**config.mk**
```make
export PLATFORM = sky130hd
export DESIGN_NAME = btn_evt
export DESIGN_NICKNAME = d
export VERILOG_FILES = /design/src/rtl/btn_evt.sv
export SDC_FILE = /design/constraint.sdc
export NUM_CORES = 1
export LEC_CHECK = 0
export CORE_MARGIN = 1.5
export CORE_UTILIZATION = 40
export DETAILED_ROUTE_END_ITERATION = 10
export PLACE_DENSITY = 0.56
export SYNTH_ARGS = -nofsm -noshare
export SYNTH_HDL_FRONTEND = slang
export SYNTH_SLANG_ARGS = --single-unit
```
**constraint.sdc**
```tcl
create_clock -name clk -period 5.3 [get_ports clk]
set_input_delay 1.06 -clock clk [delete_from_list [all_inputs] [get_ports clk]]
set_output_delay 1.06 -clock clk [all_outputs]
set_load 0.005 [all_outputs]
```
**src/rtl/btn_evt.sv**
```systemverilog
// ---------------------------------------------------------------------------
// btn_evt -- classifies debounced button activity into short, long and
// double press events.
//
// A press that is held for LONG_CYCLES becomes a long press. A press that is
// released earlier opens a GAP_CYCLES window: a second press inside the
// window makes a double press, otherwise the window expiring makes a short
// press. Each event is a registered one-cycle pulse and toggles its led bit.
//
// Ports
//   clk        : single clock, rising edge active
//   rst        : asynchronous, active-high reset
//   press      : one-cycle pulse from the debouncer, new debounced press
//   held       : debounced button level, 1 while pressed
//   short_evt  : one-cycle pulse, single short press
//   long_evt   : one-cycle pulse, long press
//   double_evt : one-cycle pulse, double press
//   led[3:0]   : bit0/1/2 toggle on short/long/double, bit3 = busy
// ---------------------------------------------------------------------------
module btn_evt #(
  parameter int LONG_CYCLES = 24000000,
  parameter int GAP_CYCLES  = 3000000,
  parameter int CNT_W       = 32
) (
  input  logic       clk,
  input  logic       rst,
  input  logic       press,
  input  logic       held,
  output logic       short_evt,
  output logic       long_evt,
  output logic       double_evt,
  output logic [3:0] led
);

  // Reject parameter sets the counter cannot represent or that would make
  // the terminal count underflow.
  if (LONG_CYCLES < 2 || GAP_CYCLES < 2 ||
      (LONG_CYCLES >> CNT_W) != 0 || (GAP_CYCLES >> CNT_W) != 0) begin : g_bad_params
    $error("btn_evt: LONG_CYCLES/GAP_CYCLES must be >= 2 and < 2**CNT_W");
  end

  localparam logic [CNT_W-1:0] LONG_LAST = CNT_W'(LONG_CYCLES - 1);
  localparam logic [CNT_W-1:0] GAP_LAST  = CNT_W'(GAP_CYCLES - 1);
  localparam logic [CNT_W-1:0] CNT_ONE   = CNT_W'(1);

  typedef enum logic [2:0] {
    IDLE     = 3'd0,
    HELD1    = 3'd1,
    LONG_REL = 3'd2,
    GAP      = 3'd3,
    HELD2    = 3'd4
  } state_t;

  state_t           state;
  state_t           state_nx;
  logic [CNT_W-1:0] cnt;
  logic [CNT_W-1:0] cnt_nx;
  logic             short_nx;
  logic             long_nx;
  logic             double_nx;

  // State and counter register
  always_ff @(posedge clk or posedge rst) begin
    if (rst) begin
      state <= IDLE;
      cnt   <= '0;
    end else begin
      state <= state_nx;
      cnt   <= cnt_nx;
    end
  end

  // Next-state and counter logic. The counter defaults to 0, so every
  // transition and every non-timing state clears it; it only advances while
  // staying in HELD1 (still held, threshold not reached) or GAP.
  always_comb begin
    state_nx = state;
    cnt_nx   = '0;
    case (state)
      IDLE: begin
        if (press) state_nx = HELD1;
      end
      HELD1: begin
        // Release wins over reaching the long threshold in the same cycle.
        if (!held)                  state_nx = GAP;
        else if (cnt == LONG_LAST)  state_nx = LONG_REL;
        else                        cnt_nx   = cnt + CNT_ONE;
      end
      LONG_REL: begin
        if (!held) state_nx = IDLE;
      end
      GAP: begin
        // A second press on the timeout cycle still forms a double.
        if (press)                 state_nx = HELD2;
        else if (cnt == GAP_LAST)  state_nx = IDLE;
        else                       cnt_nx   = cnt + CNT_ONE;
      end
      HELD2: begin
        if (!held) state_nx = IDLE;
      end
      default: state_nx = IDLE;
    endcase
  end

  // Event decode: each event corresponds to exactly one transition, so at
  // most one of these can be high and none can repeat on the next cycle.
  always_comb begin
    short_nx  = 1'b0;
    long_nx   = 1'b0;
    double_nx = 1'b0;
    case (state)
      HELD1:   long_nx   = held && (cnt == LONG_LAST);
      GAP:     short_nx  = !press && (cnt == GAP_LAST);
      HELD2:   double_nx = !held;
      default: ;
    endcase
  end

  // Registered outputs; led bits toggle on the same edge that raises the
  // matching pulse, and the busy bit mirrors the state being entered.
  always_ff @(posedge clk or posedge rst) begin
    if (rst) begin
      short_evt  <= 1'b0;
      long_evt   <= 1'b0;
      double_evt <= 1'b0;
      led        <= 4'b0000;
    end else begin
      short_evt  <= short_nx;
      long_evt   <= long_nx;
      double_evt <= double_nx;
      led[0]     <= led[0] ^ short_nx;
      led[1]     <= led[1] ^ long_nx;
      led[2]     <= led[2] ^ double_nx;
      led[3]     <= (state_nx != IDLE);
    end
  end

endmodule

```
==> flow_metrics.env <==
export IMPL_clockBufferDepth=2
export IMPL_area_delta_synth_final_pct=11.31
export IMPL_p_leak_nw=0.9917
export IMPL_die_w_um=76.07
export IMPL_finalNetCount=236
export IMPL_dieHeight_um=76.07
export IMPL_fin_crit_sh_pct=50.30
export IMPL_vias=1588
export IMPL_status="complete, no violations"
export IMPL_rsz0062_at_grt="no"
export IMPL_viasPerCell=5.276
export IMPL_hold_viol_final=0
export IMPL_grt_usage_pct=16.23
export IMPL_cp_cell_sequence="ha_1, nand3_1, nor2_1, nand4_1, a2bb2oi_2, buf_4, nor2_1"
export IMPL_die_area_mm2=0.005787
export IMPL_syn_area_mm2=0.002136
export IMPL_grt_overflow_total=0
export IMPL_ys_top_cells_by_count="dfrtp_1, nor2_1, xor2_1"
export IMPL_yosysTopAreaCell="dfrtp_1"
export IMPL_drc=0
export IMPL_post_route_min_period_ps=2666
export IMPL_vdd_drop_max_uv=114.1
export IMPL_boundaryPins=11
export IMPL_placed_area_mm2=0.002301
export IMPL_synth_most_common_cell="dfrtp_1"
export IMPL_grt_pass1_vias=1573
export IMPL_p_total_w=0.0007013
export IMPL_required_ps=5470
export IMPL_cp_top_family="simple AND/OR/NAND/NOR gates"
export IMPL_ys_seq_area_share_pct=49.21
export IMPL_drtAntennaViolNets=0
export IMPL_crit_path_top_delay_cell="a2bb2oi_2"
export IMPL_drive_gt1_share_pct=6.926
export IMPL_synth_fp_nets=222
export IMPL_drtIter0Drc=74
export IMPL_cp_max_fo=17
export IMPL_post_cts_repair_setup_buffers=0
export IMPL_cts_inserted_buffers=5
export IMPL_ys_warn_count=0
export IMPL_core_area_mm2=0.005140
export IMPL_grt_pass1_wl_um=7548
export IMPL_tns_ps=0
export IMPL_synth_main_ff_cell="dfrtp_1"
export IMPL_finalMaxSlewViolations=0
export IMPL_cts_root_buf="clkbuf_8"
export IMPL_powerDensity_mw_per_mm2=295.0
export IMPL_critPathLaunchType="flop"
export IMPL_cts_num_sinks=42
export IMPL_clk_pin_slew_ps=70
export IMPL_max_stage_delay_ps=630
export IMPL_worst_pin_slew_ps=910.4
export IMPL_timing_slew_headroom_pct=38.75
export IMPL_netlist_area_leader_share_pct=49.21
export IMPL_postLayoutCoreUtil_pct=46.25
export IMPL_synth_cells=217
export IMPL_critPathBufInv=1
export IMPL_postLayoutCellArea_mm2=0.002377
export IMPL_hpwl_um=2925
export IMPL_cts_max_level=2
export IMPL_crit_arrival_ps=2840
export IMPL_async_flop_share_pct=100.0
export IMPL_cts_resized_gates=0
export IMPL_io_buffers=10
export IMPL_antenna_found_initial=0
export IMPL_drt_pass1_iter_count=4
export IMPL_synth_area_per_cell_um2=9.842
export IMPL_hold_class="reg2reg"
export IMPL_place_congestion=0.7755
export IMPL_grt_start_max_net_pins=43
export IMPL_diodes=0
export IMPL_ys_ff_latch=42
export IMPL_critPathKind="reg2reg"
export IMPL_clkLatencyLatePin_ps=290
export IMPL_routed_wirelength_um=4164
export IMPL_crit_path_frequent_cell="nor2_1"
export IMPL_cts_tree="yes"
export IMPL_synth_edf_count=0
export IMPL_maxCapViolCount=0
export IMPL_finalSetupViolations=0
export IMPL_ctsHoldBuffers=0
export IMPL_wire_per_inst_um=13.83
export IMPL_max_freq_mhz=375.1
export IMPL_start_util_pct=41.55
export IMPL_num_rows=26
export IMPL_yosys_top_cells_area="dfrtp_1, xor2_1, nor2_1, nand4_1, nand2_1"
export IMPL_yosysUniqueCellTypes=39
export IMPL_clock_skew_ps=3.484
export IMPL_worst_setup_path_end_kind="flop"
[layer usage]
| layer | GRT usage (%) | vias to the layer above | wire length, um |
|---|---|---|---|
| met3 | 3.473 | 5 | 125 |
| met5 | 0 | - | 0 |
| met2 | 25.05 | 23 | 1931 |
| met1 | 22.71 | 775 | 2058 |
| met4 | 5.556 | 0 | 48 |
| li1 | - | 785 | - |
[state kept, by name (all words and copies together), names as in the netlist]
name and flops:
state 3, long_evt 1, short_evt 1, led 4, cnt 32, double_evt 1
[report_power, final]
group	leakage, nW	internal, W	switching [W]
sequential	0.571	0.000342	0.0000209
combinational	0.382	0.0000569	0.0000890
clock	0.0383	0.0000908	0.000102
[logic make-up (layout without fill, tap and decap cells)]
kind of cell / count (synthesis) / after routing / synth area share, %
fa+ha+maj: 1 / 1 / 0.5857
buf+inv: 12 / 26 / 2.988
compound gates: 20 / 20 / 5.859
simple gates: 114 / 114 / 29.88
flops: 42 / 42 / 49.21
xor+xnor: 28 / 28 / 11.48
[cells in the final DEF, fill, tap and decap left out, drive strengths merged, types with 2 or more instances in the layout]
cell type	count
a21oi	9
inv	7
nor3	7
nor2	34
buf	2
xor2	22
dfrtp	42
a2bb2oi	2
clkdlybuf4s50	10
xnor2	6
and2	3
clkbuf	7
or3	4
nor2b	3
nand4	16
and3	4
nand4b	2
nand3	11
nand2	17
nor4b	2
o21ai	5
nor3b	2
nor4	2
[worst paths after layout]
kind                        start      end  slack [ps]  depth (start not counted)
min reg2reg                led[1]   led[1]         470                          1
max reg2reg                cnt[0]  cnt[23]        2630                          7
max in group asynchronous     rst   cnt[7]        3740                          3
min in group asynchronous     rst   led[2]        1200                          3
max                        cnt[0]  cnt[23]        2630                          7
min                        led[1]   led[1]         470                          1
[area by class of cell]
type / instances / area, um2
Timing Repair Buffer: 12 / 115.1
Clock buffer: 7 / 76.32
Multi-Input combinational cell: 163 / 1021
Inverter: 7 / 26.28
Sequential cell: 42 / 1051
Fill cell: 520 / 2763
Tap cell: 70 / 87.58
[metrics by stage]
step / setup slack, ps / hold WS (ps) / instances
2_1_floorplan: 3266 / 451.7 / 217
3_3_place_gp: 2525 / 456.0 / 294
3_5_place_dp: 2458 / 459.3 / 294
4_1_cts: 2595 / 470.2 / 301
5_1_grt: 2313 / 488.4 / 301
6_report: 2634 / 467.7 / 301
No activity file was read; power rests on OpenSTA's default activity.
